### src/rtl/sdr_rd_packer.sv
// Packs SDRAM read-back words into per-line UDP payload packets: a header word, then H_PIXELS pixels.
// A small holding FIFO absorbs controller read bursts while the header is being inserted.
module sdr_rd_packer #(
  parameter int unsigned DATA_WIDTH = 32,
  parameter int unsigned H_PIXELS   = 640,
  parameter int unsigned V_LINES    = 480,
  parameter int unsigned FIFO_DEPTH = 16,
  parameter logic [7:0]  HDR_MAGIC  = 8'hA5
) (
  input  logic                          clk,
  input  logic                          rst,
  input  logic                          Sdr_rd_en,
  input  logic [DATA_WIDTH-1:0]         Sdr_rd_dout,
  output logic                          udp_wr_en,
  output logic [DATA_WIDTH-1:0]         udp_wr_data,
  output logic                          udp_sop,
  output logic                          udp_eop,
  output logic                          frame_done,
  output logic                          ovf_err,
  output logic [$clog2(FIFO_DEPTH):0]   fifo_level
);

  localparam int unsigned PIX_W = 24;
  localparam int unsigned AW    = $clog2(FIFO_DEPTH);
  localparam int unsigned LW    = AW + 1;
  localparam int unsigned PC_W  = (H_PIXELS > 1) ? $clog2(H_PIXELS) : 1;
  localparam int unsigned LN_W  = 16;
  localparam int unsigned FR_W  = 8;

  typedef enum logic [1:0] {IDLE, HDR, DATA} state_t;

  state_t            state_q, state_d;
  logic [PIX_W-1:0]  mem [FIFO_DEPTH];
  logic [AW-1:0]     wr_ptr_q, rd_ptr_q;
  logic [LW-1:0]     level_q;
  logic [PC_W-1:0]   pix_q, pix_d;
  logic [LN_W-1:0]   line_q, line_d;
  logic [FR_W-1:0]   frame_q, frame_d;

  logic                  pop_c, push_c, drop_c;
  logic                  wr_en_d, sop_d, eop_d, done_d;
  logic [DATA_WIDTH-1:0] data_d;

  // Upper input byte carries no pixel information.
  logic unused_hi;
  assign unused_hi = ^Sdr_rd_dout[DATA_WIDTH-1:PIX_W];

  // A full FIFO still accepts a word when a pop frees a slot in the same cycle.
  assign push_c = Sdr_rd_en && ((level_q != LW'(FIFO_DEPTH)) || pop_c);
  assign drop_c = Sdr_rd_en && !push_c;

  always_ff @(posedge clk) begin
    if (push_c) mem[wr_ptr_q] <= Sdr_rd_dout[PIX_W-1:0];
  end

  always_ff @(posedge clk) begin
    if (rst) begin
      wr_ptr_q <= '0;
      rd_ptr_q <= '0;
      level_q  <= '0;
    end else begin
      if (push_c) wr_ptr_q <= wr_ptr_q + AW'(1);
      if (pop_c)  rd_ptr_q <= rd_ptr_q + AW'(1);
      case ({push_c, pop_c})
        2'b10:   level_q <= level_q + LW'(1);
        2'b01:   level_q <= level_q - LW'(1);
        default: level_q <= level_q;
      endcase
    end
  end

  // State, counters and registered outputs.
  always_ff @(posedge clk) begin
    if (rst) begin
      state_q     <= IDLE;
      pix_q       <= '0;
      line_q      <= '0;
      frame_q     <= '0;
      udp_wr_en   <= 1'b0;
      udp_wr_data <= '0;
      udp_sop     <= 1'b0;
      udp_eop     <= 1'b0;
      frame_done  <= 1'b0;
      ovf_err     <= 1'b0;
    end else begin
      state_q     <= state_d;
      pix_q       <= pix_d;
      line_q      <= line_d;
      frame_q     <= frame_d;
      udp_wr_en   <= wr_en_d;
      udp_wr_data <= data_d;
      udp_sop     <= sop_d;
      udp_eop     <= eop_d;
      frame_done  <= done_d;
      ovf_err     <= ovf_err | drop_c;
    end
  end

  always_comb begin
    state_d = state_q;
    pop_c   = 1'b0;
    wr_en_d = 1'b0;
    sop_d   = 1'b0;
    eop_d   = 1'b0;
    done_d  = 1'b0;
    data_d  = '0;
    pix_d   = pix_q;
    line_d  = line_q;
    frame_d = frame_q;
    case (state_q)
      IDLE: begin
        if (level_q != '0) state_d = HDR;
      end
      HDR: begin
        wr_en_d = 1'b1;
        sop_d   = 1'b1;
        data_d  = DATA_WIDTH'({HDR_MAGIC, frame_q, line_q});
        state_d = DATA;
      end
      DATA: begin
        if (level_q != '0) begin
          pop_c   = 1'b1;
          wr_en_d = 1'b1;
          data_d  = DATA_WIDTH'(mem[rd_ptr_q]);
          if (pix_q == PC_W'(H_PIXELS - 1)) begin
            eop_d = 1'b1;
            pix_d = '0;
            // Post-pop occupancy: anything left, or a word arriving now.
            state_d = ((level_q > LW'(1)) || Sdr_rd_en) ? HDR : IDLE;
            if (line_q == LN_W'(V_LINES - 1)) begin
              done_d  = 1'b1;
              line_d  = '0;
              frame_d = frame_q + FR_W'(1);
            end else begin
              line_d = line_q + LN_W'(1);
            end
          end else begin
            pix_d = pix_q + PC_W'(1);
          end
        end
      end
      default: state_d = IDLE;
    endcase
  end

  assign fifo_level = level_q;

endmodule
### config.mk
export PLATFORM = sky130hd
export DESIGN_NAME = sdr_rd_packer
export DESIGN_NICKNAME = d
export VERILOG_FILES = /design/src/rtl/sdr_rd_packer.sv
export SDC_FILE = /design/constraint.sdc
export NUM_CORES = 1
export LEC_CHECK = 0
export BUFFER_PORTS_ARGS = -buffer_cell sky130_fd_sc_hd__buf_2
export CAP_MARGIN = 20
export CORE_UTILIZATION = 30
export DETAILED_ROUTE_END_ITERATION = 16
export HOLD_SLACK_MARGIN = 0.02
export SLEW_MARGIN = 10
export SYNTH_ARGS = -nofsm -noshare
export SYNTH_HDL_FRONTEND = slang
export SYNTH_SLANG_ARGS = --single-unit
### constraint.sdc
create_clock -name clk -period 6.4 [get_ports clk]
set_input_delay 1.28 -clock clk [delete_from_list [all_inputs] [get_ports clk]]
set_output_delay 1.28 -clock clk [all_outputs]
set_load 0.005 [all_outputs]
== Word level (Yosys, flattened, before mapping) ==
Memories as Yosys holds them, arrays and structs flattened. A register that Yosys moved wholly into a read port is not among the register bits.
Index checks and enable logic that the tools add are counted.
Storage, ports and cells
  register bits: 86
  bits in writable memories: 384
  bits of input ports: 35
  output and inout bits: 42
  word-level logic and storage cells: 70
  memories kept: 1
Memories
  mem: words 16, width 24, rd ports 1, clocked after memory_dff 1, write ports 1, RTL line 33  | logic [PIX_W-1:0] mem [FIFO_DEPTH];
Operators by class
  add/subtract/negate cells: 7
  order comparisons: 1
  eq/ne operators: 10
  muxes and demuxes: 20
  bitwise gates (word level): 4
  reductions and logical operators: 14
Operators with widths (count)
  $pmux W32 S2: 1
  $mux W24: 1
  $add A16 B1 Y16 const B: 1
  $eq A16 B9 Y1 const B: 1
  $mux W16: 1
  $add A10 B1 Y10 const B: 1
  $eq A10 B10 Y1 const B: 1
  $mux W10: 1
  $pmux W5 S2: 1
  $add A4 B1 Y4 const B: 2
  $add A8 B1 Y8 const B: 1
  $mux W1: 8
  $mux W4: 2
  $mux W2: 3
  $ne A2 B2 Y1 const B: 3
  $pmux W2 S3: 1
  $reduce_and A3 Y1: 2
  $add A5 B1 Y5 const B: 1
  $gt A5 B1 Y1 const B: 1
  $ne A5 B5 Y1 const B: 1
  $reduce_bool A5 Y1: 1
  $sub A5 B1 Y5 const B: 1
  $eq A2 B1 Y1 const B: 2
  $eq A2 B2 Y1 const B: 2
  12 further kinds: 16

== Longest topological paths before layout ==
Gate-level depths: netlist of the first run.
  word-level depth: 8
  gate-level depth with buffers: 11
  gate-level depth less buffers: 10

== Worst setup path before layout of the first run ==
No wires, ideal clock.
  kind: input to register
  from: input port Sdr_rd_en
  to: memory mem[0][0] (enable)
  setup time: 435 ps
  arrival: 3276 ps
  required time: 5965 ps
  path slack: 2689 ps
  stages on the path: 3
  path buffers: 0
  cells stage by stage: o21a_1 nand2_1 nor3_1
On the way
  word-level cells in the longest chain between the ends: 3
RTL lines
  from (decl): RTL line 12  | input logic Sdr_rd_en,
  $logic_and A1 B1 Y1: RTL line 49  | assign push_c = Sdr_rd_en && ((level_q != LW'(FIFO_DEPTH)) || pop_c);
  $mux W1: RTL line 53  | if (push_c) mem[wr_ptr_q] <= Sdr_rd_dout[PIX_W-1:0];
  $mux W1 (not written as such): RTL line 53
  to (decl): RTL line 33
No other way between the ends.

== Worst setup path in the final report of the first run ==
  from: register level_q[0] (netlist: fifo_level[0])
  to: register level_q[3] (netlist: fifo_level[3])
On the way
  word-level cells in the longest chain between the ends: 7
  elaborated cells between the ends (all ways): 12
  classes of those cells: add/sub (2); eq/ne (3); mux (3); reduce/logical (4)
RTL lines
  from (decl): RTL line 35  | logic [LW-1:0] level_q;
  from (signal assigned): RTL line 65  | 2'b10: level_q <= level_q + LW'(1);
  from (signal assigned): RTL line 66  | 2'b01: level_q <= level_q - LW'(1);
  from (signal assigned): RTL line 67  | default: level_q <= level_q;
  $reduce_bool A5 Y1: RTL line 121  | if (level_q != '0) begin
  $mux W1: RTL line 121
  $mux W1: RTL line 110  | case (state_q)
  $logic_or A1 B1 Y1: RTL line 49
  $logic_and A1 B1 Y1: RTL line 49
  $eq A2 B1 Y1 or $eq A2 B2 Y1 (tied branches): RTL line 64  | case ({push_c, pop_c})
  $pmux W5 S2 or $reduce_bool A2 Y1 (tied branches)
Parallel ways exist; a longest one is shown, timed or not.
A chain may end at the register's enable or synchronous reset.

==> metrics, run 1 <==
fin crit share 52.4%; final setup skew 20.1 ps; Pwr per Cell Area 306 nW/um2; Starting Density 30.4%; startpoint types flop; GR Util All Layers 13.2%; Synth Warn # 0; Final Non-Filler Cells 1930; Max Slew Vio Count 0; outcome finished, final reports clean; critical path's most frequent cell ha_1; grt ovf 0; deepest clock path buffer count 3; Slew HR 36.5%; largest net degree at the start of global routing 60; antenna violations before repair 0; final hold violation count 0; nets 1160; Setup crit end kind flop; Yosys top cell by area edfxtp_1; Root Driver clkbuf_16; RD Place Congestion 0.777; post-route core utilization 35.0%; Least-Margin Pin Slew 952 ps; worst-path cell chain inv_1 > ha_1 > or4b_4 > nand2_1 > clkinv_1 > ha_1 > or4b_2 > a21oi_1 > xnor2_1 > nor2_1; top cell type's share of synthesized area 62.8%; FP Rows 90; Worst Hold Class flop to flop; flops & latches, synth 466; first-pass GRT wire length 61300 um; core area 60400 um2; Synth area leaders edfxtp_1 (63%), mux4_2 (12%), dfxtp_1 (8.9%), ha_1 (1.2%), and4b_1 (1.0%); Post-DP Area 19600 um2; Clk Latency, worst-skew pair 590 ps; Seq/Total Area, Yosys 71.8%; Critical Path RT 6840 ps; wire per inst 21.1 um; Post-Syn Area 18400 um2; min cycle time layout 3350 ps; port bufs 64; # Post-CTS Setup Buffers 0; clk sink count 466; commonest non-fill, non-tap cell in the layout edfxtp_1; CP max FO 31; Die X 249 um; CTS tree done; Placed Cells 1841; EDFF count, synth 384; unrepaired setup endpoints after global routing false; drt total wl 40700 um; final routed DRC violation total 0; post-CTS sizing 0; Synth Area per Inst 17.7 um2; CTS Buf Count 47; layout cells sized above 1 26.0%; Ports 77; Most used DFF post-synth edfxtp_1; slowest cell on the critical path or4b_2; crit path kind flop to flop; Final ANT Viol Nets 0; Die Y-Extent 249 um; Leak Pwr 6.76 nW; Final Cell Area 21100 um2; vias per inst 4.98; async set-reset flop share out of synthesis 0%; Worst-path clk slew 60 ps; Iter 0 DRT Violations 817; P&R area growth vs syn 15.2%; Netlist cell types 54; Final Setup Violations 0; Largest stage delay, worst path 610 ps; commonest cells after routing, fill and taps aside edfxtp_1 (384), mux4_2 (96), dfxtp_1 (79), buf_2 (64), clkbuf_16 (48); final setup TNS 0 ps; max_cap viols 0; 1st-pass router iterations 7; vias in the first global route 9627; hold_buf cts 0; hpwl dp 22700 um; Arr. time, crit path 3790 ps; Cells after Synth 1035; via count 9609; H-tree depth 2; max frequency 298 MHz; die area 62200 um2; Worst IR Drop VDD 0.219 mV
## final cells by class
class	instances	area, um2
Antenna cell	1	2.50
Clock buffer	61	1270
Clock inverter	27	277
Fill cell	5686	39200
Inverter	11	41.3
Multi-Input combinational cell	492	4880
Sequential cell	466	13200
Tap cell	782	978
Timing Repair Buffer	90	515
## critical path, delay by kind of cell, from the launching register on
| kind | cells | cell delay (ps) |
|---|---|---|
| simple gates | 4 | 1470 |
| fa+ha+maj | 2 | 560 |
| flops | 1 | 480 |
| buf+inv | 2 | 360 |
| compound gates | 1 | 200 |
| xor+xnor | 1 | 130 |
## through the flow
step / power [mW] / hold WS [ps] / worst slack (ps)
final: 6.48 / 476 / 3050
after global routing: 6.71 / 518 / 2870
after CTS: 6.55 / 477 / 3080
after detailed placement: 3.81 / 460 / 2880
after global placement: 3.80 / 448 / 2940
after floorplan: 3.69 / 443 / 2690
## cell families (layout without fill, tap and decap cells)
kind of cell             count (synthesis)  in the layout  share of synthesized area (%)
adder cells (fa/ha/maj)                 17             17                           1.16
buffers and inverters                   80            189                           2.14
other                                    1              5                         0.0204
AND/OR/NAND/NOR                        242            242                           7.72
AO/OA/AOI/OAI                           95             95                           3.37
XOR/XNOR                                19             19                          0.907
flip-flops                             466            466                           71.8
multiplexers                           115            115                           12.9
## registers in the layout, indices dropped and copies added, names as in the netlist, named ones only
signal       flops
udp_wr_en        1
line_q          16
mem            384
udp_eop          1
frame_q          8
udp_wr_data     25
rd_ptr_q         4
fifo_level       5
frame_done       1
ovf_err          1
wr_ptr_q         4
state_q          2
pix_q           10
## cell usage after synthesis, types with 7 or more instances
master	instances
mux2_2	13
or4_1	7
nor3_1	10
a22oi_1	24
a211oi_1	12
nand4_1	15
xnor2_1	8
inv_1	10
buf_2	18
and3_1	8
ha_1	17
o21ai_0	12
and4b_1	19
nand3_1	31
mux4_2	96
or3_1	9
xor2_1	11
nor4_1	11
nand2_1	43
edfxtp_1	384
o31ai_1	7
a21oi_1	28
nor2b_1	10
dfxtp_1	82
clkbuf_1	29
nor2_1	46
buf_4	10
## power breakdown
group / internal (mW) / switching (mW)
clock: 1.58 / 1.16
sequential: 3.33 / 0.0359
combinational: 0.156 / 0.223
total: 5.06 / 1.42
## path summary, 6_finish.rpt
check	startpoint	endpoint	slack (ps)	cells after the start
worst max register to register	fifo_level[0]	fifo_level[3]	3050	10
worst min-delay path	ovf_err	ovf_err	480	2
worst min register to register	ovf_err	ovf_err	480	2
worst max-delay path	fifo_level[0]	fifo_level[3]	3050	10
## per-layer routing
metal | GRT usage, % | wire (um) | vias up
met2 | 21.3 | 19600 | 217
li1 | - | - | 4310
met5 | 0 | 0 | -
met3 | 2.48 | 1910 | 51
met4 | 3.39 | 657 | 0
met1 | 18.2 | 18500 | 5031
No activity file was read; power rests on OpenSTA's default activity.
==> run 2: changes to the inputs <==
==> constraint.sdc (replaced) <==
create_clock -name clk -period 2.9 [get_ports clk]
set_input_delay 0.58 -clock clk [delete_from_list [all_inputs] [get_ports clk]]
set_output_delay 0.58 -clock clk [all_outputs]
set_load 0.005 [all_outputs]
==> run 2 against run 1 <==
  * Via count rose by 0.80%
  * Setup slack got worse by 2800 ps
  * Register-to-register slack got worse by 2800 ps
  * Flip-flop and latch count did not move
  * Critical path type unchanged
  * Largest cell class unchanged
  * Highest routed layer unchanged
==> metrics, run 2 (synthesized netlist as in run 1, its figures left out) <==
outcome finished, final reports clean; Largest stage delay, worst path 580 ps; max frequency 371 MHz; commonest non-fill, non-tap cell in the layout edfxtp_1; CTS tree done; max_cap viols 0; H-tree depth 2; core area 60400 um2; final setup TNS 0 ps; antenna violations before repair 1; Worst IR Drop VDD 0.391 mV; worst setup margin 204 ps; # Post-CTS Setup Buffers 0; Root Driver clkbuf_16; CTS Buf Count 48; unrepaired setup endpoints after global routing false; Die Y-Extent 249 um; pre-CTS setup slack 250 ps; GR Util All Layers 13.7%; drt total wl 41900 um; Max Slew Vio Count 0; nets 1185; slowest cell on the critical path or4b_2; Iter 0 DRT Violations 791; hpwl dp 24600 um; layout cells sized above 1 27.3%; vias per inst 4.95; post-route core utilization 35.6%; final hold violation count 0; biggest regs mem x384, udp_wr_data x25, line_q x16; Ports 77; Worst Hold Class primary input to flop; Setup crit end kind flop; area occupied by multi-input gates 4900 um2; Final ANT Viol Nets 0; clk sink count 466; Final Setup Violations 0; via count 9686; final setup skew 20.9 ps; Pwr per Cell Area 674 nW/um2; post-CTS sizing 0; crit path kind flop to flop; fill count 5673; Least-Margin Pin Slew 1090 ps; FF+latch area 13200 um2; first-pass GRT wire length 64000 um; P&R area growth vs syn 17.2%; Starting Density 30.4%; fin crit share 93.0%; Slew HR 27.3%; Critical Path RT 3360 ps; FP Rows 90; hold_buf cts 0; RD Place Congestion 0.776; largest net degree at the start of global routing 46; startpoint types flop; min cycle time layout 2700 ps; vias in the first global route 9948; Arr. time, crit path 3160 ps; Reg with most FFs mem; 1st-pass router iterations 4; Worst-path clk slew 60 ps; worst-path cell chain inv_1 > ha_1 > or3b_2 > o21a_1 > inv_1 > ha_1 > or4b_2 > a21oi_1 > xnor2_1 > nor2_1; die area 62200 um2; CP max FO 4; port bufs 64; final routed DRC violation total 0; Clk Latency, worst-skew pair 590 ps; Leak Pwr 6.91 nW; deepest clock path buffer count 3; Die X 249 um; grt ovf 0; wire per inst 21.5 um; max FFs per register 384; commonest cells after routing, fill and taps aside edfxtp_1 (384), mux4_2 (96), dfxtp_1 (79), buf_2 (64), clkbuf_16 (49)
[run 2: cell types whose count changed in the layout (fill, tap and decap cells not counted), moves of 2 or more]
| cell | change |
|---|---|
| buf_12 | +10 |
| buf_4 | +12 |
| buf_8 | +2 |
| clkbuf_1 | +6 |
| clkinv_1 | -3 |
| clkinvlp_4 | -2 |
| nor3_2 | -4 |
| nor3_4 | +4 |
[run 2: cell type report]
| class | instances | share of cell area, % |
|---|---|---|
| clock buffers | 69 | 6.19 |
| multi-input cells | 492 | 22.8 |
| repair buffers | 114 | 3.89 |
| flip-flops and latches | 466 | 61.3 |
| well taps | 782 | 4.55 |
| clock inverters | 20 | 1.05 |
| diodes | 1 | 0.0116 |
| inverters | 11 | 0.192 |
[run 2: path summary, 6_finish.rpt]
check / startpoint / to / slack, ps / cells past startpoint
worst max register to register: fifo_level[1] / fifo_level[3] / 200 / 10
worst min register to register: ovf_err / ovf_err / 470 / 2
worst min-delay path: Sdr_rd_en / ovf_err / 320 / 3
worst max-delay path: fifo_level[1] / fifo_level[3] / 200 / 10
[run 2: power breakdown]
part           switching, mW  leakage (nW)  internal (mW)
clock network           2.51         0.762           3.63
registers             0.0630          4.13           7.35
logic                  0.543          2.01          0.402
total                   3.11          6.91           11.4
[run 2: through the flow]
| step | total power, mW | cell area (um2) | hold slack [ps] | cells |
|---|---|---|---|---|
| floorplan | 8.14 | 18400 | 443 | 1038 |
| global placement | 8.48 | 19900 | 449 | 1863 |
| detailed placement | 8.50 | 19900 | 453 | 1865 |
| CTS | 14.6 | 21500 | 282 | 1954 |
| global route | 15.0 | 21500 | 329 | 1954 |
| finish | 14.5 | 21500 | 318 | 1955 |
[run 2: routing by layer]
metal / GRT usage, % / wire length, um / vias to the layer above
li1: - / - / 4354
met1: 18.7 / 18500 / 5024
met2: 22.3 / 20300 / 242
met3: 2.45 / 2150 / 66
met4: 4.41 / 977 / 0
met5: 0 / 0 / -
[run 2: worst max-delay path, delay by kind of cell (launching register included)]
| family | cells | cell delay (ps) |
|---|---|---|
| flip-flops | 1 | 310 |
| buffers and inverters | 2 | 190 |
| XOR/XNOR | 1 | 150 |
| AND/OR/NAND/NOR | 3 | 1160 |
| adder cells (fa/ha/maj) | 2 | 350 |
| AO/OA/AOI/OAI | 2 | 400 |
